`src/rtl/accum_sb_pkg.sv`:
```
// Shared types and constants for the accumulator scoreboard.
package accum_sb_pkg;

    typedef enum logic [1:0] {
        StIdle,
        StCheck,
        StDone
    } sb_state_e;

    localparam int unsigned ERR_W = 8;
    localparam int unsigned IDX_W = 16;

    localparam logic [IDX_W-1:0] IDX_NONE = 16'hFFFF;
    localparam logic [ERR_W-1:0] ERR_MAX  = '1;

    // Increment an error counter by one on a hit, sticking at all-ones.
    function automatic logic [ERR_W-1:0] sat_inc(input logic [ERR_W-1:0] cnt, input logic hit);
        sat_inc = (hit && (cnt != ERR_MAX)) ? cnt + ERR_W'(1) : cnt;
    endfunction

endpackage

```
`src/rtl/accum_sb_model.sv`:
```
// Golden accumulate-with-bypass model: a running sum plus the bypass mux.
module accum_sb_model
    import accum_sb_pkg::*;
#(
    parameter int unsigned WIDTH = 32
) (
    input  logic             clk,
    input  logic             rst_n,
    input  logic             seed,
    input  logic             advance,
    input  logic [WIDTH-1:0] seed_base,
    input  logic [WIDTH-1:0] accum_in,
    input  logic             accum_bypass,
    output logic [WIDTH-1:0] exp_acc,
    output logic [WIDTH-1:0] exp_byp
);

    logic [WIDTH-1:0] model_q;

    // Seed from the live accumulator at run start, then track it; carry out is dropped.
    always_ff @(posedge clk or negedge rst_n) begin
        if (!rst_n) begin
            model_q <= '0;
        end else if (seed) begin
            model_q <= seed_base + accum_in;
        end else if (advance) begin
            model_q <= model_q + accum_in;
        end
    end

    // Expected outputs for the current cycle.
    always_comb begin
        exp_acc = model_q;
        exp_byp = accum_bypass ? accum_in : model_q;
    end

endmodule

```
`src/rtl/accum_scoreboard.sv`:
```
// Windowed scoreboard comparing an accumulator against a golden model.
module accum_scoreboard
    import accum_sb_pkg::*;
#(
    parameter int unsigned WIDTH        = 32,
    parameter int unsigned CHECK_CYCLES = 10
) (
    input  logic             clk,
    input  logic             rst_n,
    input  logic             start,
    input  logic [WIDTH-1:0] accum_in,
    input  logic             accum_bypass,
    input  logic [WIDTH-1:0] accum_out,
    input  logic [WIDTH-1:0] accum_bypass_out,
    output logic             busy,
    output logic             done,
    output logic             pass,
    output logic             mismatch,
    output logic [ERR_W-1:0] accum_err_count,
    output logic [ERR_W-1:0] bypass_err_count,
    output logic [IDX_W-1:0] first_err_idx
);

    localparam logic [IDX_W-1:0] LAST_IDX = IDX_W'(CHECK_CYCLES - 1);

    sb_state_e        state_q;
    logic [IDX_W-1:0] idx_q;
    logic [ERR_W-1:0] acc_cnt_q, byp_cnt_q;
    logic [ERR_W-1:0] acc_cnt_d, byp_cnt_d;
    logic [IDX_W-1:0] first_q;
    logic             busy_q, done_q, pass_q, mismatch_q;

    logic             start_fire;
    logic             in_check;
    logic [WIDTH-1:0] exp_acc, exp_byp;
    logic             acc_bad, byp_bad;

    assign start_fire = start && (state_q != StCheck);
    assign in_check   = (state_q == StCheck);

    accum_sb_model #(
        .WIDTH (WIDTH)
    ) u_model (
        .clk          (clk),
        .rst_n        (rst_n),
        .seed         (start_fire),
        .advance      (in_check),
        .seed_base    (accum_out),
        .accum_in     (accum_in),
        .accum_bypass (accum_bypass),
        .exp_acc      (exp_acc),
        .exp_byp      (exp_byp)
    );

    // Full-width compare; an unknown bit fails the equality test and flags a mismatch.
    always_comb begin
        acc_bad = 1'b1;
        byp_bad = 1'b1;
        if (accum_out == exp_acc) begin
            acc_bad = 1'b0;
        end
        if (accum_bypass_out == exp_byp) begin
            byp_bad = 1'b0;
        end
        acc_cnt_d = sat_inc(acc_cnt_q, acc_bad);
        byp_cnt_d = sat_inc(byp_cnt_q, byp_bad);
    end

    // Run control FSM with registered result outputs.
    always_ff @(posedge clk or negedge rst_n) begin
        if (!rst_n) begin
            state_q    <= StIdle;
            idx_q      <= '0;
            acc_cnt_q  <= '0;
            byp_cnt_q  <= '0;
            first_q    <= IDX_NONE;
            busy_q     <= 1'b0;
            done_q     <= 1'b0;
            pass_q     <= 1'b0;
            mismatch_q <= 1'b0;
        end else begin
            case (state_q)
                StIdle, StDone: begin
                    mismatch_q <= 1'b0;
                    if (start) begin
                        state_q   <= StCheck;
                        idx_q     <= '0;
                        acc_cnt_q <= '0;
                        byp_cnt_q <= '0;
                        first_q   <= IDX_NONE;
                        busy_q    <= 1'b1;
                        done_q    <= 1'b0;
                        pass_q    <= 1'b0;
                    end
                end
                StCheck: begin
                    acc_cnt_q  <= acc_cnt_d;
                    byp_cnt_q  <= byp_cnt_d;
                    mismatch_q <= acc_bad | byp_bad;
                    idx_q      <= idx_q + IDX_W'(1);
                    // IDX_NONE is never a legal index, so it doubles as "no error yet".
                    if ((acc_bad || byp_bad) && (first_q == IDX_NONE)) begin
                        first_q <= idx_q;
                    end
                    if (idx_q == LAST_IDX) begin
                        state_q <= StDone;
                        busy_q  <= 1'b0;
                        done_q  <= 1'b1;
                        pass_q  <= (acc_cnt_d == '0) && (byp_cnt_d == '0);
                    end
                end
                default: begin
                    state_q <= StIdle;
                end
            endcase
        end
    end

    assign busy             = busy_q;
    assign done             = done_q;
    assign pass             = pass_q;
    assign mismatch         = mismatch_q;
    assign accum_err_count  = acc_cnt_q;
    assign bypass_err_count = byp_cnt_q;
    assign first_err_idx    = first_q;

endmodule
```
`config.mk`:
```
export PLATFORM = sky130hd
export DESIGN_NAME = accum_scoreboard
export DESIGN_NICKNAME = d
export VERILOG_FILES = /design/src/rtl/accum_sb_pkg.sv /design/src/rtl/accum_sb_model.sv /design/src/rtl/accum_scoreboard.sv
export SDC_FILE = /design/constraint.sdc
export NUM_CORES = 1
export LEC_CHECK = 0
export CORE_MARGIN = 1.5
export CORE_UTILIZATION = 50
export DETAILED_ROUTE_END_ITERATION = 8
export PLACE_DENSITY_LB_ADDON = 0.25
export SYNTH_ARGS = -nofsm -noshare
export SYNTH_HDL_FRONTEND = slang
export SYNTH_SLANG_ARGS = --single-unit
```
`constraint.sdc`:
```
create_clock -name clk -period 5.9 [get_ports clk]
set_clock_uncertainty 0.15 [all_clocks]
set_input_delay 0.59 -clock clk [delete_from_list [all_inputs] [get_ports clk]]
set_output_delay 0.59 -clock clk [all_outputs]
set_load 0.1 [all_outputs]
```
* Yosys cells after proc, flatten, opt, wreduce, memory -nomap -nowiden *
Cells that the tools add are included.

word-level totals
  register bits after elaboration = 86
  bits in latches = 0
  RAM bits = 0
  ROM bits = 0
  word-level logic and storage cells = 71
  memories kept = 0

cells by class
  add/subtract/negate cells = 5
  multipliers = 0
  div/mod/pow operators = 0
  magnitude comparators = 0
  equal/unequal tests = 12
  shift-type cells = 0
  mux-type cells = 27
  bitwise operators = 1
  reductions and logical operators = 16

operators by type and width
  kind                                                              number
  32-bit 2-to-1 mux                                                 3
  32-bit adder                                                      2
  32-bit == test                                                    2
  16-bit one-hot mux with 2 select lines                            2
  16-bit 2-to-1 mux                                                 3
  8-bit one-hot mux with 2 select lines                             2
  8-bit 2-to-1 mux                                                  3
  16-bit by 1-bit adder with 16-bit output, second input constant   1
  8-bit by 1-bit adder with 8-bit output, second input constant     2
  16-bit == test, second input constant                             1
  16-bit by 4-bit == test with 1-bit output, second input constant  1
  8-bit logical NOT                                                 2
  8-bit != test, second input constant                              2
  1-bit one-hot mux with 2 select lines                             4
  1-bit 2-to-1 mux                                                  7
  2-bit by 1-bit != test with 1-bit output, second input constant   3
  3-bit AND reduction                                               2
  1-bit logical AND                                                 5
  2-bit 2-to-1 mux                                                  2
  2-bit one-hot mux with 2 select lines                             1
  2-bit AND reduction                                               2
  2-bit nonzero test                                                2
  2-bit by 1-bit == test with 1-bit output, second input constant   1
  2-bit == test, second input constant                              1
  5 further kinds                                                   5

* Logic depth before layout (Yosys ltp) *
  depth in word-level cells = 9
  depth in mapped cells = 16
  gate-level depth less buffers = 14

* Cells and area by module *
Synthesis repeated with hierarchy kept, for this count alone.

second synthesis, totals
  cell total of the unflattened synthesis = 789
  area total of the unflattened synthesis = 7091.8 um^2

modules (own cells, without submodules)
  module            instances  cells each  area each (um^2)  sequential area each (um^2)
  accum_sb_model    1          420         3622.2            800.8
  accum_scoreboard  1          369         3469.6            1371.3

* Worst setup path before layout *
Ideal clock, no wire load.

  kind = reg-to-reg
  start = register state_q[1]
  end = register u_model.model_q[30] (netlist: u_model.exp_acc[30])
  arrival time = 3.587 ns
  required time = 5.623 ns
  setup slack = 2.036 ns
  stages on the path, launching flop included = 15
  period minus slack after synthesis = 3.864 ns
  cell sequence = dfrtp_1 > nand2b_1 > clkbuf_1 > nand2_1 > clkbuf_1 > mux2_2 > ha_1 > a21oi_1 > nand2b_1 > or3_1 > o211ai_1 > a2111oi_0 > o311ai_0 > a21oi_1 > nand3b_1

between the ends
  cells in the longest elaborated chain, start to end = 3
  elaborated cells on any way between the ends = 5
  those cells by class = eq/ne: 2; mux: 1; reduce/logical: 2

RTL lines
  element                                                  line                     text
  start: declaration                                       accum_scoreboard.sv:26   sb_state_e state_q;
  start signal: assignment                                 accum_scoreboard.sv:72   state_q <= StIdle;
  start signal: assignment                                 accum_scoreboard.sv:86   state_q <= StCheck;
  start signal: assignment                                 accum_scoreboard.sv:106  state_q <= StDone;
  2-bit by 1-bit != test with 1-bit output                 accum_scoreboard.sv:38   assign start_fire = start && (state_q != StCheck);
  1-bit logical AND                                        accum_scoreboard.sv:38
  32-bit 2-to-1 mux or 2-bit nonzero test (tied branches)  -
  end signal: assignment                                   accum_sb_model.sv:25     model_q <= seed_base + accum_in;
  end signal: assignment                                   accum_sb_model.sv:27     model_q <= model_q + accum_in;
  end: declaration                                         accum_sb_model.sv:18     logic [WIDTH-1:0] model_q;

Parallel ways exist; a longest one is shown, timed or not.
A chain may end at the register's enable or synchronous reset.

* Worst setup path after layout *
  start = input port start
  end = register u_model.model_q[25] (netlist: u_model.exp_acc[25])

between the ends
  cells in the longest elaborated chain, start to end = 2
  elaborated cells on any way between the ends = 3
  those cells by class = mux: 1; reduce/logical: 2

RTL lines
  element                                                  line                    text
  start: declaration                                       accum_scoreboard.sv:10  input logic start,
  1-bit logical AND *                                      accum_scoreboard.sv:38
  32-bit 2-to-1 mux or 2-bit nonzero test (tied branches)  -

Every way passes the cells marked *; elsewhere a longest branch is shown, timed or not.

==> impl_metrics.sql <==
INSERT INTO impl_metrics (metric_group, metric, value, unit) VALUES
('run_status', 'run_status', 'finished clean', ''),
('sta', 'tightest_slew', '0.980', 'ns'),
('drt', 'vias', '6766', ''),
('global_route', 'pin_count_of_the_biggest_net_entering_global_routing', '56', ''),
('cells_and_area', 'layout.cells.most_common_list', '133 x sky130_fd_sc_hd__clkdlybuf4s50_1, 71 x sky130_fd_sc_hd__nor2_1, 70 x sky130_fd_sc_hd__dfrtp_1', ''),
('sta', 'final-hold-violation-count', '0', ''),
('global_route', 'grt_pass1_wl', '33400', 'microns'),
('cells_and_area', 'mostFrequentLayoutCell', 'sky130_fd_sc_hd__clkdlybuf4s50_1', ''),
('synth', 'yosys_warnings', '0', ''),
('power_and_ir_drop', 'design_power_total', '5.11', 'mW'),
('setup_path', 'critPathMaxStageDelay', '0.55', 'ns'),
('cells_and_area', 'syn_to_final_growth', '25.3', '%'),
('power_and_ir_drop', 'vdd_drop_max', '0.572', 'mV'),
('floorplan', 'core', '0.0139', 'sq mm'),
('clock_tree', 'cts_tree', 'built', ''),
('clock_tree', 'clk_transition_reported_paths', '0.07', 'ns'),
('sta', 'final_min_period_over_clock_period', '78.1', '%'),
('setup_path', 'cp_common_cell', 'sky130_fd_sc_hd__a21oi_1', ''),
('sta', 'finalSetupViolCount', '0', ''),
('placed_design', 'globalplace.congestion', '0.914', ''),
('sta', 'timing.final.crit_period', '4.61', 'ns'),
('setup_path', 'worstPathRequired', '5.98', 'ns'),
('floorplan', 'initial_core_util', '51.1', '%'),
('placed_design', 'port_buffers', '135', ''),
('drt', 'route.antenna.remaining_nets', '0', ''),
('floorplan', 'floorplan.die.width', '122', 'microns'),
('clock_tree', 'h_tree_depth_reported_by_cts', '3', ''),
('setup_path', 'start_kind', 'input port', ''),
('sta', 'final_max_slew_viol_count', '0', ''),
('cells_and_area', 'num_antenna_cells', '0', ''),
('clock_tree', 'clk-insertion-delay-late', '0.35', 'ns'),
('floorplan', 'placement_rows', '43', ''),
('placed_design', 'detailedPlacementHpwl', '15600', 'microns'),
('cells_and_area', 'post_route_cells_drive_above_1_share', '9.26', '%'),
('sta', 'achievable-frequency', '217', 'MHz'),
('sta', 'slew_headroom', '34.5', '%'),
('setup_path', 'timing.critical_path.fanout_max', '20', ''),
('synth', 'synth.area.top_cells', 'sky130_fd_sc_hd__dfrtp_1 25%, sky130_fd_sc_hd__ha_1 6.7%, sky130_fd_sc_hd__dfstp_2 5.9%', ''),
('setup_path', 'path_cells', 'clkdlybuf4s50_1 -> nand2_1 -> buf_12 -> mux2_2 -> ha_1 -> a21oi_1 -> o31ai_1 -> o41ai_1 -> a21oi_1 -> a21o_1 -> a31o_2 -> a2111o_1 -> o311ai_0', ''),
('floorplan', 'io-pin-count', '136', ''),
('job', 'drv.max_cap_violation_count', '0', ''),
('synth', 'synth_ff_type', 'sky130_fd_sc_hd__dfrtp_1', ''),
('synth', 'syn_area_per_cell', '8.74', 'sq um'),
('sta', 'totalNegativeSetupSlack', '0', 'ns'),
('global_route', 'grt-ovfl-total', '0', ''),
('synth', 'synth_cells', '812', ''),
('drt', 'pre_antenna_drt_iters', '5', ''),
('synth', 'ys_ff_latch', '86', ''),
('global_route', 'grt_pass1_vias', '6517', ''),
('synth', 'seq_area_frac_synth', '30.6', '%'),
('drt', 'drt_iter0_markers', '561', ''),
('worst_hold_path', 'hold_path.class', 'in -> async', ''),
('clock_tree', 'ctsRootBufferMaster', 'sky130_fd_sc_hd__clkbuf_16', ''),
('synth', 'synth_top_area_cell', 'sky130_fd_sc_hd__dfrtp_1', ''),
('setup_path', 'rrSetupSlack', '1.56', 'ns'),
('clock_tree', 'max-clock-path-buffers', '2', ''),
('clock_tree', 'clock_sinks', '86', ''),
('drt', 'drt-vias-per-instance', '6.04', ''),
('clock_tree', 'cts_hold_repair.buffers', '0', ''),
('cells_and_area', 'design.final.nets', '1074', ''),
('global_route', 'global_route_usage_sum', '28.8', '%'),
('synth', 'post-synth-top-area-fraction', '24.7', '%'),
('setup_path', 'data_arrival_time_at_the_worst_slack_endpoint', '4.68', 'ns'),
('setup_path', 'timing.critical_path.slowest_stage_cell', 'sky130_fd_sc_hd__clkdlybuf4s50_1', ''),
('setup_path', 'crit_type', 'in -> reg', ''),
('synth', 'synth_area', '0.00709', 'sq mm'),
('drt', 'wl', '20800', 'microns'),
('sta', 'rsz_0062_raised_after_global_routing', 'false', ''),
('power_and_ir_drop', 'power.leakage', '3.70', 'nW'),
('synth', 'postSynth.asyncResetShare', '100', '%'),
('floorplan', 'die_h', '122', 'microns');
-- cells by family (layout without fill, tap and decap cells) --
group                    count (synthesis)  count (layout)  share of synthesized area [%]
AND/OR/NAND/NOR                        271             271                           19.2
AO/OA/AOI/OAI                          213             213                           18.9
XOR/XNOR                                88              88                           10.9
flip-flops                              86              86                           30.6
multiplexers                            70              70                           10.5
buffers and inverters                   45             173                           2.93
adder cells (fa/ha/maj)                 39              39                           6.98
-- cells in the mapped netlist, types with 2 or more instances --
master and instances:
sky130_fd_sc_hd__o31ai_1 10, sky130_fd_sc_hd__and4_1 2, sky130_fd_sc_hd__buf_1 3, sky130_fd_sc_hd__nor2_1 72, sky130_fd_sc_hd__xor2_1 47, sky130_fd_sc_hd__o221ai_1 2, sky130_fd_sc_hd__nand2_1 65, sky130_fd_sc_hd__o211ai_1 5
sky130_fd_sc_hd__a211o_1 2, sky130_fd_sc_hd__xnor2_1 41, sky130_fd_sc_hd__nor4_1 25, sky130_fd_sc_hd__or2_2 3, sky130_fd_sc_hd__o22ai_1 3, sky130_fd_sc_hd__a22o_1 4, sky130_fd_sc_hd__nor4b_1 3, sky130_fd_sc_hd__a21o_1 12
sky130_fd_sc_hd__dfrtp_1 70, sky130_fd_sc_hd__nand3_1 11, sky130_fd_sc_hd__o21ai_0 53, sky130_fd_sc_hd__clkbuf_1 22, sky130_fd_sc_hd__and3_1 17, sky130_fd_sc_hd__nor3b_1 3, sky130_fd_sc_hd__a32oi_1 2, sky130_fd_sc_hd__a21oi_1 64
sky130_fd_sc_hd__dfstp_2 16, sky130_fd_sc_hd__a21boi_0 2, sky130_fd_sc_hd__o311ai_0 2, sky130_fd_sc_hd__a2111oi_0 2, sky130_fd_sc_hd__a31oi_1 21, sky130_fd_sc_hd__nand2b_1 10, sky130_fd_sc_hd__a41o_1 2, sky130_fd_sc_hd__nor2b_1 8
sky130_fd_sc_hd__nor3_1 11, sky130_fd_sc_hd__nand4_1 16, sky130_fd_sc_hd__and2_1 13, sky130_fd_sc_hd__mux2_2 36, sky130_fd_sc_hd__o21a_1 9, sky130_fd_sc_hd__a211oi_1 3, sky130_fd_sc_hd__or3_1 5, sky130_fd_sc_hd__ha_1 38
sky130_fd_sc_hd__nand3b_1 2, sky130_fd_sc_hd__buf_6 5, sky130_fd_sc_hd__mux2i_1 34, sky130_fd_sc_hd__inv_1 14
-- metrics by stage --
stage	instance area (sq um)	worst slack [ns]	hold slack, ns	utilization (%)	std cells
after CTS	8890	1.39	0.0377	64.0	1120
after global routing	8890	1.02	0.0562	64.0	1120
final	8890	1.29	0.0214	64.0	1120
after floorplan	7090	2.04	0.144	-	812
after detailed placement	8590	1.03	0.351	61.9	1104
after global placement	8590	1.20	0.347	61.9	1104
-- state kept, by name (all words and copies together), names as in the netlist --
signal and count:
busy 1, first_err_idx 16, accum_err_count 8, state_q 2, idx_q 16, mismatch 1
pass 1, bypass_err_count 8, u_model.exp_acc 32, done 1
-- layout make-up --
| type | instances | area, sq um |
|---|---|---|
| Fill cell | 1184 | 4990 |
| Multi-Input combinational cell | 681 | 4720 |
| Sequential cell | 86 | 2170 |
| Timing Repair Buffer | 143 | 1420 |
| Clock buffer | 11 | 243 |
| Tap cell | 180 | 225 |
| Clock inverter | 5 | 58.8 |
| Inverter | 14 | 52.6 |
-- where the power goes --
| group | internal, mW | switching (mW) |
|---|---|---|
| registers | 0.885 | 0.292 |
| logic | 1.24 | 2.09 |
| clock network | 0.341 | 0.253 |
| total | 2.47 | 2.64 |
-- path summary, 6_finish.rpt --
kind                                         from                               to  cells after the start
max in group asynchronous                   rst_n             idx_q[4]$_DFFE_PN0P_                      2
setup / recovery                            start  u_model.exp_acc[25]$_DFFE_PN0P_                     13
hold reg to reg                  done$_DFFE_PN0P_                 done$_DFFE_PN0P_                      2
hold / removal                              rst_n  u_model.exp_acc[10]$_DFFE_PN0P_                      1
setup reg to reg           state_q[1]$_DFFE_PN0P_  u_model.exp_acc[25]$_DFFE_PN0P_                     13
min in group clk                 done$_DFFE_PN0P_                 done$_DFFE_PN0P_                      2
-- routing by layer --
metal  global-route usage (%)  vias to the layer above  wire length (microns)
met5                        0                        -                      0
met4                     10.8                        0                    633
li1                         -                     3244                      -
met2                     44.0                      268                   9110
met3                     5.06                       46                   1470
met1                     40.8                     3208                   9570
-- critical path: cells and delay by family --
kind | cells | cell delay [ns]
buf+inv | 2 | 0.81
simple gates | 1 | 0.54
fa+ha+maj | 1 | 0.35
mux | 1 | 0.35
compound gates | 8 | 2.04
No activity file was read; power rests on OpenSTA's default activity.
